**src/rtl/memoria_cache_assoc_if.sv**
```systemverilog
// CPU request/response and backing-memory signal bundle for memoria_cache_assoc.
// slave = cache side, master = CPU plus backing memory.
interface memoria_cache_assoc_if #(
    parameter int DATA_W  = 3,
    parameter int ADDR_W  = 5,
    parameter int INDEX_W = 2
);
    localparam int TAG_W = ADDR_W - INDEX_W;

    logic              req_valid;
    logic              req_ready;
    logic              wren;
    logic [DATA_W-1:0] data;
    logic [ADDR_W-1:0] address;

    logic              resp_valid;
    logic              hit;
    logic              valid;
    logic              dirty;
    logic              writeBack;
    logic [TAG_W-1:0]  tag;
    logic [DATA_W-1:0] dadoParaCPU;

    logic              mem_req;
    logic              mem_we;
    logic [ADDR_W-1:0] mem_addr;
    logic [DATA_W-1:0] mem_wdata;
    logic              mem_ack;
    logic [DATA_W-1:0] mem_rdata;

    modport slave (
        input  req_valid, wren, data, address, mem_ack, mem_rdata,
        output req_ready, resp_valid, hit, valid, dirty, writeBack, tag, dadoParaCPU,
        output mem_req, mem_we, mem_addr, mem_wdata
    );

    modport master (
        output req_valid, wren, data, address, mem_ack, mem_rdata,
        input  req_ready, resp_valid, hit, valid, dirty, writeBack, tag, dadoParaCPU,
        input  mem_req, mem_we, mem_addr, mem_wdata
    );
endinterface

```
**src/rtl/memoria_cache_assoc.sv**
```systemverilog
// N-way set-associative write-back/write-allocate cache with true-LRU and a
// variable-latency memory port. Optional counters: define MEMORIA_CACHE_STATS_EN.
//
// state     | meaning
// IDLE      | waiting for a CPU request, req_ready high
// LOOKUP    | tag compare on the latched request
// WRITEBACK | dirty victim being written to memory
// REFILL    | victim way being loaded from memory
// RESP      | one-cycle response strobe
module memoria_cache_assoc #(
    parameter int DATA_W  = 3,
    parameter int ADDR_W  = 5,
    parameter int INDEX_W = 2,
    parameter int WAYS    = 2
) (
    input  logic                 clock,
    input  logic                 resetn,
    memoria_cache_assoc_if.slave bus
`ifdef MEMORIA_CACHE_STATS_EN
    ,
    output logic [15:0]          hit_count,
    output logic [15:0]          miss_count,
    output logic [15:0]          wb_count
`endif
);
    localparam int SETS  = 1 << INDEX_W;
    localparam int TAG_W = ADDR_W - INDEX_W;
    localparam int WAY_W = (WAYS > 2) ? 2 : 1;

    typedef enum logic [2:0] {
        S_IDLE,
        S_LOOKUP,
        S_WRITEBACK,
        S_REFILL,
        S_RESP
    } state_t;

    state_t state_q, state_d;

    logic              wren_q;
    logic [DATA_W-1:0] wdata_q;
    logic [ADDR_W-1:0] addr_q;
    logic [WAY_W-1:0]  victim_q;
    logic              wb_flag_q;
    logic              first_q;

    logic              hit_o_q;
    logic              valid_o_q;
    logic              dirty_o_q;
    logic              wb_o_q;
    logic [TAG_W-1:0]  tag_o_q;
    logic [DATA_W-1:0] rdata_o_q;

    logic [WAYS-1:0]   valid_q [SETS];
    logic [WAYS-1:0]   dirty_q [SETS];
    logic [WAY_W-1:0]  age_q   [SETS][WAYS];
    logic [TAG_W-1:0]  tag_mem [SETS][WAYS];
    logic [DATA_W-1:0] data_mem[SETS][WAYS];

    logic [INDEX_W-1:0] idx;
    logic [TAG_W-1:0]   rtag;
    logic               hit_any;
    logic [WAY_W-1:0]   hit_way;
    logic               inv_any;
    logic [WAY_W-1:0]   inv_way;
    logic [WAY_W-1:0]   old_way;
    logic [WAY_W-1:0]   victim_sel;
    logic               miss_dirty;

    assign idx  = addr_q[INDEX_W-1:0];
    assign rtag = addr_q[ADDR_W-1:INDEX_W];

    // Victim is the lowest invalid way; only when the set is full does LRU decide.
    always_comb begin
        hit_any = 1'b0;
        hit_way = '0;
        inv_any = 1'b0;
        inv_way = '0;
        old_way = '0;
        for (int w = 0; w < WAYS; w++) begin
            if (valid_q[idx][w] && (tag_mem[idx][w] == rtag) && !hit_any) begin
                hit_any = 1'b1;
                hit_way = WAY_W'(w);
            end
            if (!valid_q[idx][w] && !inv_any) begin
                inv_any = 1'b1;
                inv_way = WAY_W'(w);
            end
            if (age_q[idx][w] == WAY_W'(WAYS - 1)) begin
                old_way = WAY_W'(w);
            end
        end
        victim_sel = inv_any ? inv_way : old_way;
        miss_dirty = !inv_any && dirty_q[idx][old_way];
    end

    always_ff @(posedge clock or negedge resetn) begin
        if (!resetn) begin
            state_q <= S_IDLE;
        end else begin
            state_q <= state_d;
        end
    end

    always_comb begin
        state_d = state_q;
        case (state_q)
            S_IDLE: begin
                if (bus.req_valid) state_d = S_LOOKUP;
            end
            S_LOOKUP: begin
                if (hit_any)         state_d = S_RESP;
                else if (miss_dirty) state_d = S_WRITEBACK;
                else                 state_d = S_REFILL;
            end
            S_WRITEBACK: begin
                if (bus.mem_ack) state_d = S_REFILL;
            end
            S_REFILL: begin
                if (bus.mem_ack) state_d = S_LOOKUP;
            end
            S_RESP: begin
                state_d = S_IDLE;
            end
            default: begin
                state_d = S_IDLE;
            end
        endcase
    end

    always_comb begin
        bus.req_ready  = (state_q == S_IDLE);
        bus.resp_valid = (state_q == S_RESP);
        bus.mem_req    = 1'b0;
        bus.mem_we     = 1'b0;
        bus.mem_addr   = '0;
        bus.mem_wdata  = '0;
        case (state_q)
            S_WRITEBACK: begin
                bus.mem_req   = 1'b1;
                bus.mem_we    = 1'b1;
                bus.mem_addr  = {tag_mem[idx][victim_q], idx};
                bus.mem_wdata = data_mem[idx][victim_q];
            end
            S_REFILL: begin
                bus.mem_req  = 1'b1;
                bus.mem_addr = addr_q;
            end
            default: begin
            end
        endcase
    end

    assign bus.hit         = hit_o_q;
    assign bus.valid       = valid_o_q;
    assign bus.dirty       = dirty_o_q;
    assign bus.writeBack   = wb_o_q;
    assign bus.tag         = tag_o_q;
    assign bus.dadoParaCPU = rdata_o_q;

    always_ff @(posedge clock or negedge resetn) begin
        if (!resetn) begin
            wren_q    <= 1'b0;
            wdata_q   <= '0;
            addr_q    <= '0;
            victim_q  <= '0;
            wb_flag_q <= 1'b0;
            first_q   <= 1'b0;
            hit_o_q   <= 1'b0;
            valid_o_q <= 1'b0;
            dirty_o_q <= 1'b0;
            wb_o_q    <= 1'b0;
            tag_o_q   <= '0;
            rdata_o_q <= '0;
            for (int s = 0; s < SETS; s++) begin
                valid_q[s] <= '0;
                dirty_q[s] <= '0;
                for (int w = 0; w < WAYS; w++) begin
                    age_q[s][w] <= WAY_W'(w);
                end
            end
        end else begin
            case (state_q)
                S_IDLE: begin
                    if (bus.req_valid) begin
                        wren_q    <= bus.wren;
                        wdata_q   <= bus.data;
                        addr_q    <= bus.address;
                        first_q   <= 1'b1;
                        wb_flag_q <= 1'b0;
                    end
                end
                S_LOOKUP: begin
                    if (hit_any) begin
                        // hit reports only the first lookup; the post-refill lookup keeps it 0
                        hit_o_q   <= first_q;
                        valid_o_q <= 1'b1;
                        dirty_o_q <= wren_q | dirty_q[idx][hit_way];
                        wb_o_q    <= wb_flag_q;
                        tag_o_q   <= rtag;
                        rdata_o_q <= wren_q ? wdata_q : data_mem[idx][hit_way];
                        if (wren_q) dirty_q[idx][hit_way] <= 1'b1;
                        for (int w = 0; w < WAYS; w++) begin
                            if (WAY_W'(w) == hit_way) begin
                                age_q[idx][w] <= '0;
                            end else if (age_q[idx][w] < age_q[idx][hit_way]) begin
                                age_q[idx][w] <= age_q[idx][w] + WAY_W'(1);
                            end
                        end
                    end else begin
                        victim_q <= victim_sel;
                        first_q  <= 1'b0;
                    end
                end
                S_WRITEBACK: begin
                    if (bus.mem_ack) begin
                        wb_flag_q               <= 1'b1;
                        valid_q[idx][victim_q]  <= 1'b0;
                    end
                end
                S_REFILL: begin
                    if (bus.mem_ack) begin
                        valid_q[idx][victim_q] <= 1'b1;
                        dirty_q[idx][victim_q] <= 1'b0;
                    end
                end
                default: begin
                end
            endcase
        end
    end

    always_ff @(posedge clock) begin
        if ((state_q == S_LOOKUP) && hit_any && wren_q) begin
            data_mem[idx][hit_way] <= wdata_q;
        end
        if ((state_q == S_REFILL) && bus.mem_ack) begin
            data_mem[idx][victim_q] <= bus.mem_rdata;
            tag_mem[idx][victim_q]  <= rtag;
        end
    end

`ifdef MEMORIA_CACHE_STATS_EN
    logic [15:0] hit_cnt_q;
    logic [15:0] miss_cnt_q;
    logic [15:0] wb_cnt_q;

    always_ff @(posedge clock or negedge resetn) begin
        if (!resetn) begin
            hit_cnt_q  <= '0;
            miss_cnt_q <= '0;
            wb_cnt_q   <= '0;
        end else if (state_q == S_RESP) begin
            if (hit_o_q) begin
                if (hit_cnt_q != 16'hFFFF) hit_cnt_q <= hit_cnt_q + 16'd1;
            end else begin
                if (miss_cnt_q != 16'hFFFF) miss_cnt_q <= miss_cnt_q + 16'd1;
            end
            if (wb_o_q && (wb_cnt_q != 16'hFFFF)) wb_cnt_q <= wb_cnt_q + 16'd1;
        end
    end

    assign hit_count  = hit_cnt_q;
    assign miss_count = miss_cnt_q;
    assign wb_count   = wb_cnt_q;
`endif

endmodule

```
**src/flat_wrapper.sv**
```systemverilog
// flat-port wrapper written by rule: the top's interface ports become plain ports
module memoria_cache_assoc_flat 
#(
    parameter int DATA_W  = 3,
    parameter int ADDR_W  = 5,
    parameter int INDEX_W = 2,
    parameter int WAYS    = 2
)
  (clock, resetn, bus_req_valid, bus_wren, bus_data, bus_address, bus_mem_ack, bus_mem_rdata, bus_req_ready, bus_resp_valid, bus_hit, bus_valid, bus_dirty, bus_writeBack, bus_tag, bus_dadoParaCPU, bus_mem_req, bus_mem_we, bus_mem_addr, bus_mem_wdata);
  memoria_cache_assoc_if #(.DATA_W(DATA_W), .ADDR_W(ADDR_W), .INDEX_W(INDEX_W)) bus_i ();
  input  logic clock;
  input  logic resetn;
  input wire logic [$bits(bus_i.req_valid)-1:0] bus_req_valid;
  input wire logic [$bits(bus_i.wren)-1:0] bus_wren;
  input wire logic [$bits(bus_i.data)-1:0] bus_data;
  input wire logic [$bits(bus_i.address)-1:0] bus_address;
  input wire logic [$bits(bus_i.mem_ack)-1:0] bus_mem_ack;
  input wire logic [$bits(bus_i.mem_rdata)-1:0] bus_mem_rdata;
  output wire logic [$bits(bus_i.req_ready)-1:0] bus_req_ready;
  output wire logic [$bits(bus_i.resp_valid)-1:0] bus_resp_valid;
  output wire logic [$bits(bus_i.hit)-1:0] bus_hit;
  output wire logic [$bits(bus_i.valid)-1:0] bus_valid;
  output wire logic [$bits(bus_i.dirty)-1:0] bus_dirty;
  output wire logic [$bits(bus_i.writeBack)-1:0] bus_writeBack;
  output wire logic [$bits(bus_i.tag)-1:0] bus_tag;
  output wire logic [$bits(bus_i.dadoParaCPU)-1:0] bus_dadoParaCPU;
  output wire logic [$bits(bus_i.mem_req)-1:0] bus_mem_req;
  output wire logic [$bits(bus_i.mem_we)-1:0] bus_mem_we;
  output wire logic [$bits(bus_i.mem_addr)-1:0] bus_mem_addr;
  output wire logic [$bits(bus_i.mem_wdata)-1:0] bus_mem_wdata;
  assign bus_i.req_valid = bus_req_valid;
  assign bus_i.wren = bus_wren;
  assign bus_i.data = bus_data;
  assign bus_i.address = bus_address;
  assign bus_i.mem_ack = bus_mem_ack;
  assign bus_i.mem_rdata = bus_mem_rdata;
  assign bus_req_ready = bus_i.req_ready;
  assign bus_resp_valid = bus_i.resp_valid;
  assign bus_hit = bus_i.hit;
  assign bus_valid = bus_i.valid;
  assign bus_dirty = bus_i.dirty;
  assign bus_writeBack = bus_i.writeBack;
  assign bus_tag = bus_i.tag;
  assign bus_dadoParaCPU = bus_i.dadoParaCPU;
  assign bus_mem_req = bus_i.mem_req;
  assign bus_mem_we = bus_i.mem_we;
  assign bus_mem_addr = bus_i.mem_addr;
  assign bus_mem_wdata = bus_i.mem_wdata;
  memoria_cache_assoc #(.DATA_W(DATA_W), .ADDR_W(ADDR_W), .INDEX_W(INDEX_W), .WAYS(WAYS)) u_core (.clock(clock), .resetn(resetn), .bus(bus_i));
endmodule
```
**config.mk**
```make
export PLATFORM = sky130hd
export DESIGN_NAME = memoria_cache_assoc_flat
export DESIGN_NICKNAME = d
export VERILOG_FILES = /design/src/rtl/memoria_cache_assoc_if.sv /design/src/rtl/memoria_cache_assoc.sv /design/src/flat_wrapper.sv
export SDC_FILE = /design/constraint.sdc
export NUM_CORES = 1
export LEC_CHECK = 0
export CORE_UTILIZATION = 55
export DETAILED_ROUTE_END_ITERATION = 8
export DONT_BUFFER_PORTS = 1
export PLACE_DENSITY = 0.7
export SETUP_SLACK_MARGIN = 0.5
export SYNTH_ARGS = -nofsm -noshare
export SYNTH_HDL_FRONTEND = slang
export SYNTH_SLANG_ARGS = --single-unit
```
**constraint.sdc**
```tcl
create_clock -name clock -period 5.2 [get_ports clock]
set_clock_uncertainty 0.2 [all_clocks]
set_input_delay 1.04 -clock clock [delete_from_list [all_inputs] [get_ports clock]]
set_output_delay 1.04 -clock clock [all_outputs]
set_load 0.01 [all_outputs]
```
Word level (Yosys, flattened, before mapping)
Memories as Yosys holds them, arrays and structs flattened.
Cells that the tools add are included.
Widths: inputs -> output; s select.
{ "word_totals": {"ff_bits": 49, "mem_bits_rw": 48, "input_bits": 16, "output_inout_bits": 22, "elab_cells": 199, "n_memories": 2} }
{ "op_classes": {"n_addsub": 2, "magnitude_cmp": 13, "n_eq_ne": 12, "n_mux": 91, "bitwise": 20, "reduce_logical": 30} }
{ "memory_table": {"columns": ["memory", "words", "width", "rd", "rd_ports_with_merged_regs", "wr", "line", "rtl"], "rows": [
  ["u_core.data_mem", 4, 6, 1, 0, 1, "memoria_cache_assoc.sv:58", "logic [DATA_W-1:0] data_mem[SETS][WAYS];"],
  ["u_core.tag_mem", 4, 6, 1, 0, 1, "memoria_cache_assoc.sv:57", "logic [TAG_W-1:0] tag_mem [SETS][WAYS];"]
]} }
{ "op_table": {"columns": ["cell", "n"], "rows": [
  ["$mux 8", 11],
  ["$mux 3", 17],
  ["$mux 1", 33],
  ["$and 8x8->8", 4],
  ["$pmux 8 s2", 2],
  ["$not 8->8", 3],
  ["$mux 2", 9],
  ["$bwmux 8", 2],
  ["$demux 2 s2", 4],
  ["$or 8x8->8", 2],
  ["$logic_and 1x1->1", 13],
  ["$bmux 2 s2", 3],
  ["$mux 6", 2],
  ["$pmux 3 s4", 1],
  ["$reduce_and 3->1", 4],
  ["$pmux 5 s2", 1],
  ["$ne 2x2->1 const B", 4],
  ["$reduce_bool 2->1", 4],
  ["$or 1x1->1", 7],
  ["$demux 3 s1", 2],
  ["$eq 3x2->1 const B", 2],
  ["$eq 3x3->1", 2],
  ["$lt 1x2->1 const B", 3],
  ["$reduce_and 2->1", 3],
  ["other kinds (19)", 30]
]} }

Depth between registers and ports, before layout
{ "depth": {"depth_word": 21, "depth_mapped": 8, "mapped_depth_nobuf": 6} }

Worst setup path after synthesis
OpenSTA, ideal clock, no wires.
{ "synth_timing": {"path_kind": "reg-to-output", "start": "register u_core.addr_q[0]", "end": "output port bus_mem_wdata[0]", "arrival_ps": 1538, "required_ps": 3960, "slack_ps": 2422, "path_stages_with_launch": 6, "path_buffers": 2, "cell_sequence": "dfrtp_1 buf_6 buf_2 mux4_2 mux2i_1 nor2_1"} }
{ "synth_via": {"elab_chain_cells": 5} }
{ "synth_rtl": {"columns": ["item", "line", "rtl"], "rows": [
  ["start: declaration", "memoria_cache_assoc.sv:42", "logic [ADDR_W-1:0] addr_q;"],
  ["start signal: assignment", "memoria_cache_assoc.sv:188", "addr_q <= bus.address;"],
  ["$mem_v2 4x6", null, null],
  ["$mux 3 (implied by the code) (3 in series)", "memoria_cache_assoc.sv:143", "bus.mem_wdata = data_mem[idx][victim_q];"],
  ["$mux 3", "memoria_cache_assoc.sv:138", "case (state_q)"],
  ["end: declaration", "flat_wrapper.sv:30", "output wire logic [$bits(bus_i.mem_wdata)-1:0] bus_mem_wdata;"]
]} }
Every way passes these cells. The select of a mux whose other input is x is not followed.

Worst setup path in the final report
{ "layout_timing": {"start": "register u_core.state_q[1]", "end": "output port bus_mem_wdata[2]"} }
{ "layout_via": {"elab_chain_cells": 2} }
{ "layout_rtl": {"columns": ["item", "line", "rtl"], "rows": [
  ["start: declaration", "memoria_cache_assoc.sv:38", "state_t state_q, state_d;"],
  ["start signal: assignment", "memoria_cache_assoc.sv:101", "state_q <= state_d;"],
  ["$eq 3x2->1", "memoria_cache_assoc.sv:138", null],
  ["$mux 3", "memoria_cache_assoc.sv:138", null]
]} }
Every way passes these cells.

==> reports/results.ini <==
[outcome]
status=finished, final reports clean

[global_route]
largest_net_degree_at_the_start_of_global_routing=50
globalRoute.totalOverflow=0
tot_gr_track_use_pct=24.5
first_global_vias=2891
grt_first_pass_wirelength_mm=15.6
grt_antenna_before_repair=0

[cts]
cts_tree=done
clock_latency_ps=370
cts-resized-gates=0
cts_max_level=3
postCtsSetupBuffers=0
clock_tree.root_cell=clkbuf_8
clk_transition_reported_paths_ps=100
numClockSinks=97
tritoncts.num_buffers=9
worst_case_clock_buffer_depth=2
cts-hold-fix-buffers=0

[timing]
setup_violations=0
fin_hold_ws_ps=153
finalCritPeriodShare_pct=67.2
max_slew.worst_pin.slew_ps=890
max_clock_freq_mhz=286
max_slew_margin_pct=40.5
slew_viol_final=0
finalHoldViolCount=0
finalSetupTns_ps=0
finalCriticalPeriod_ps=3490
setup_repair_after_global_routing_missed_its_margin=false

[flow_run]
timing.max_cap.violations=0

[setup_path]
regToRegSetupSlack_ps=1720
critical_path_class=flip-flop to primary output
timing.critical_path.cells=nor2b_1 -> nand2_1 -> nor2_1
worst_path_largest_cell_delay_ps=760
worst-endpoint-required_ps=3960
critical_path.slowest_cell=nor2b_1
worst_setup_path_end_kind=primary output
count_of_buffer_and_inverter_cells_on_the_critical_path=0
crit_path_start_kind=flip-flop
critPathArrivalTime_ps=2250
timing.critical_path.fanout_max=10
worst_path_dominant_cell_family=simple AND/OR/NAND/NOR gates

[synth]
mappedNetlistNets=355
synth_area_per_cell_um2=13.3
synth_area_leader_cell=edfxtp_1
synth_top_flop_cell=edfxtp_1
ys_ff_latch=97
synthesis_warning_total=0
synth.yosys.seq_area_share_pct=59.3
post_synth_inst_count=339
synth_cell_types=51
synth_edf_count=48
mappedNetlistArea_mm2=0.00451
synth-async-reset-ratio_pct=50.5
netlist_top_cells_area=edfxtp_1, dfrtp_1, mux4_2, mux2_2, dfstp_2
synth_top_area_share_pct=32.0

[die]
die_height_um=92.5
start_util_pct=57.7
io_pins=38
dieArea_mm2=0.00856
core_area_mm2=0.00781
floorplan_row_count=32
die_w_um=92.5

[place]
place.detailed.hpwl_mm=6.75
gp_congestion=0.832
placement.cell_area_mm2=0.00452
io_buffer_count=0

[pwr]
power.total_mw=2.76
ir_worst_vdd_v=0.000262
static-leakage-power_nw=1.75
power-per-cell-area_mw_per_mm2=584

[routing]
drc=0
num_vias=2847
dr.first_iter.drc_count=210
detail_route.vias_per_cell=6.53
postRouteWirelength_mm=9.52
detail_route.first_pass.iterations=5
route.antenna.remaining_nets=0
routedWlPerCell_um=21.8

[finish]
antenna_cells=0
area_growth_pct=4.97
final_layout_size_suffix_gt1_share_pct=19.5
final_design_area_no_fill_mm2=0.00473
n_fill_cell=616
fin_util_pct=60.6
nNetsFinal=345

[min_path]
holdCritPathClass=primary input to async pin

-- metal layers --
metal,vias to the layer above,GRT usage [%],share of wire (%)
li1,1273,-,-
met1,1428,34.4,43
met2,129,37.3,48
met3,17,5.17,7.2
met4,0,10.3,2.0
met5,-,0,0
-- synthesized netlist by cell type (4+ instances only) --
master     n
nor4_1     4
a22o_1     4
a41oi_1    5
dfstp_2    4
o31ai_1    7
mux2_2    19
buf_6      5
nand4_1    4
inv_1     14
xnor2_1    6
mux2i_1    6
nor2b_1    4
dfrtp_1   45
a211oi_1   5
nand2_1   23
nor3_1     4
nor2_1    25
clkbuf_1  11
buf_2      5
mux4_2    17
a21oi_1   15
edfxtp_1  48
o21ai_0   16
nand3_1    4
-- final timing paths --
check | startpoint | endpoint | cells after the start
max | u_core.state_q[1]$_DFFE_PN0P_ | bus_mem_wdata[2] | 3
min | resetn | u_core.state_q[1]$_DFFE_PN0P_ | 0
max reg2reg | u_core.state_q[1]$_DFFE_PN0P_ | u_core.data_mem[0][5]$_DFFE_PP_ | 5
min reg2reg | u_core.age_q[4]$_DFFE_PN1P_ | u_core.age_q[4]$_DFFE_PN1P_ | 2
max in group asynchronous | resetn | u_core.age_q[0]$_DFFE_PN1P_ | 0
min in group clock | u_core.age_q[4]$_DFFE_PN1P_ | u_core.age_q[4]$_DFFE_PN1P_ | 2
-- layout by cell type, fill, tap and decap left out, types with 4 or more instances in the layout --
cell type and n:
nor3_1 4, nand4_1 4, clkbuf_8 9, xnor2_1 6, mux2_2 19, nand2_1 23
dfstp_2 4, o21ai_0 16, a21oi_1 15, o31ai_1 7, nand3_1 4, nor4_1 4
nor2_1 25, inv_1 14, dfrtp_1 45, nor2b_1 4, a211oi_1 5, a41oi_1 5
mux2i_1 6, a22o_1 4, mux4_2 17, edfxtp_1 48
-- worst reg2reg max path, cell delays in order (launching register included) --
cell and delay (ps):
dfrtp_1 510, nor2b_1 760, nand3_1 520, nor2_1 550, a21oi_1 170, nor3_1 430
-- flip-flops by register name, summed over array words and instances (netlist names), 3 cells and up, named ones only --
name,count
u_core.dirty_q,8
u_core.addr_q,5
u_core.state_q,3
u_core.bus.dadoParaCPU,3
u_core.tag_mem,24
u_core.age_q,8
u_core.bus.tag,3
u_core.data_mem,24
u_core.wdata_q,3
-- logic make-up (layout without fill, tap and decap cells) --
family | count (synthesis) | after routing | share of synthesized area, %
muxes | 44 | 44 | 15.5
DFF | 97 | 97 | 59.3
xor gates and xnor gates | 6 | 6 | 1.17
buffers and inverters | 39 | 34 | 4.25
and+or+nand+nor | 82 | 82 | 8.83
AOI/OAI and AO/OA | 71 | 71 | 11.0
-- cell type report --
class | instances | area (µm²) | area share [%]
clock inverter | 7 | 85.1 | 1.80
timing repair buffer | 3 | 22.5 | 0.476
clock buffer | 9 | 124 | 2.62
tap | 102 | 128 | 2.70
inverter | 15 | 56.3 | 1.19
sequential | 97 | 2670 | 56.5
multi-input combinational | 203 | 1640 | 34.7
-- report_power, final --
group	switching, mW	internal [mW]
combinational	0.593	0.403
clock	0.287	0.233
sequential	0.212	1.04
-- through the flow --
step	cells	worst slack [ps]
final	436	1710
after CTS	436	1720
after floorplan	339	2420
after detailed placement	420	1740
after global placement	420	1860
after global routing	436	1340
Note: power is estimated with default switching activity, not from simulation.
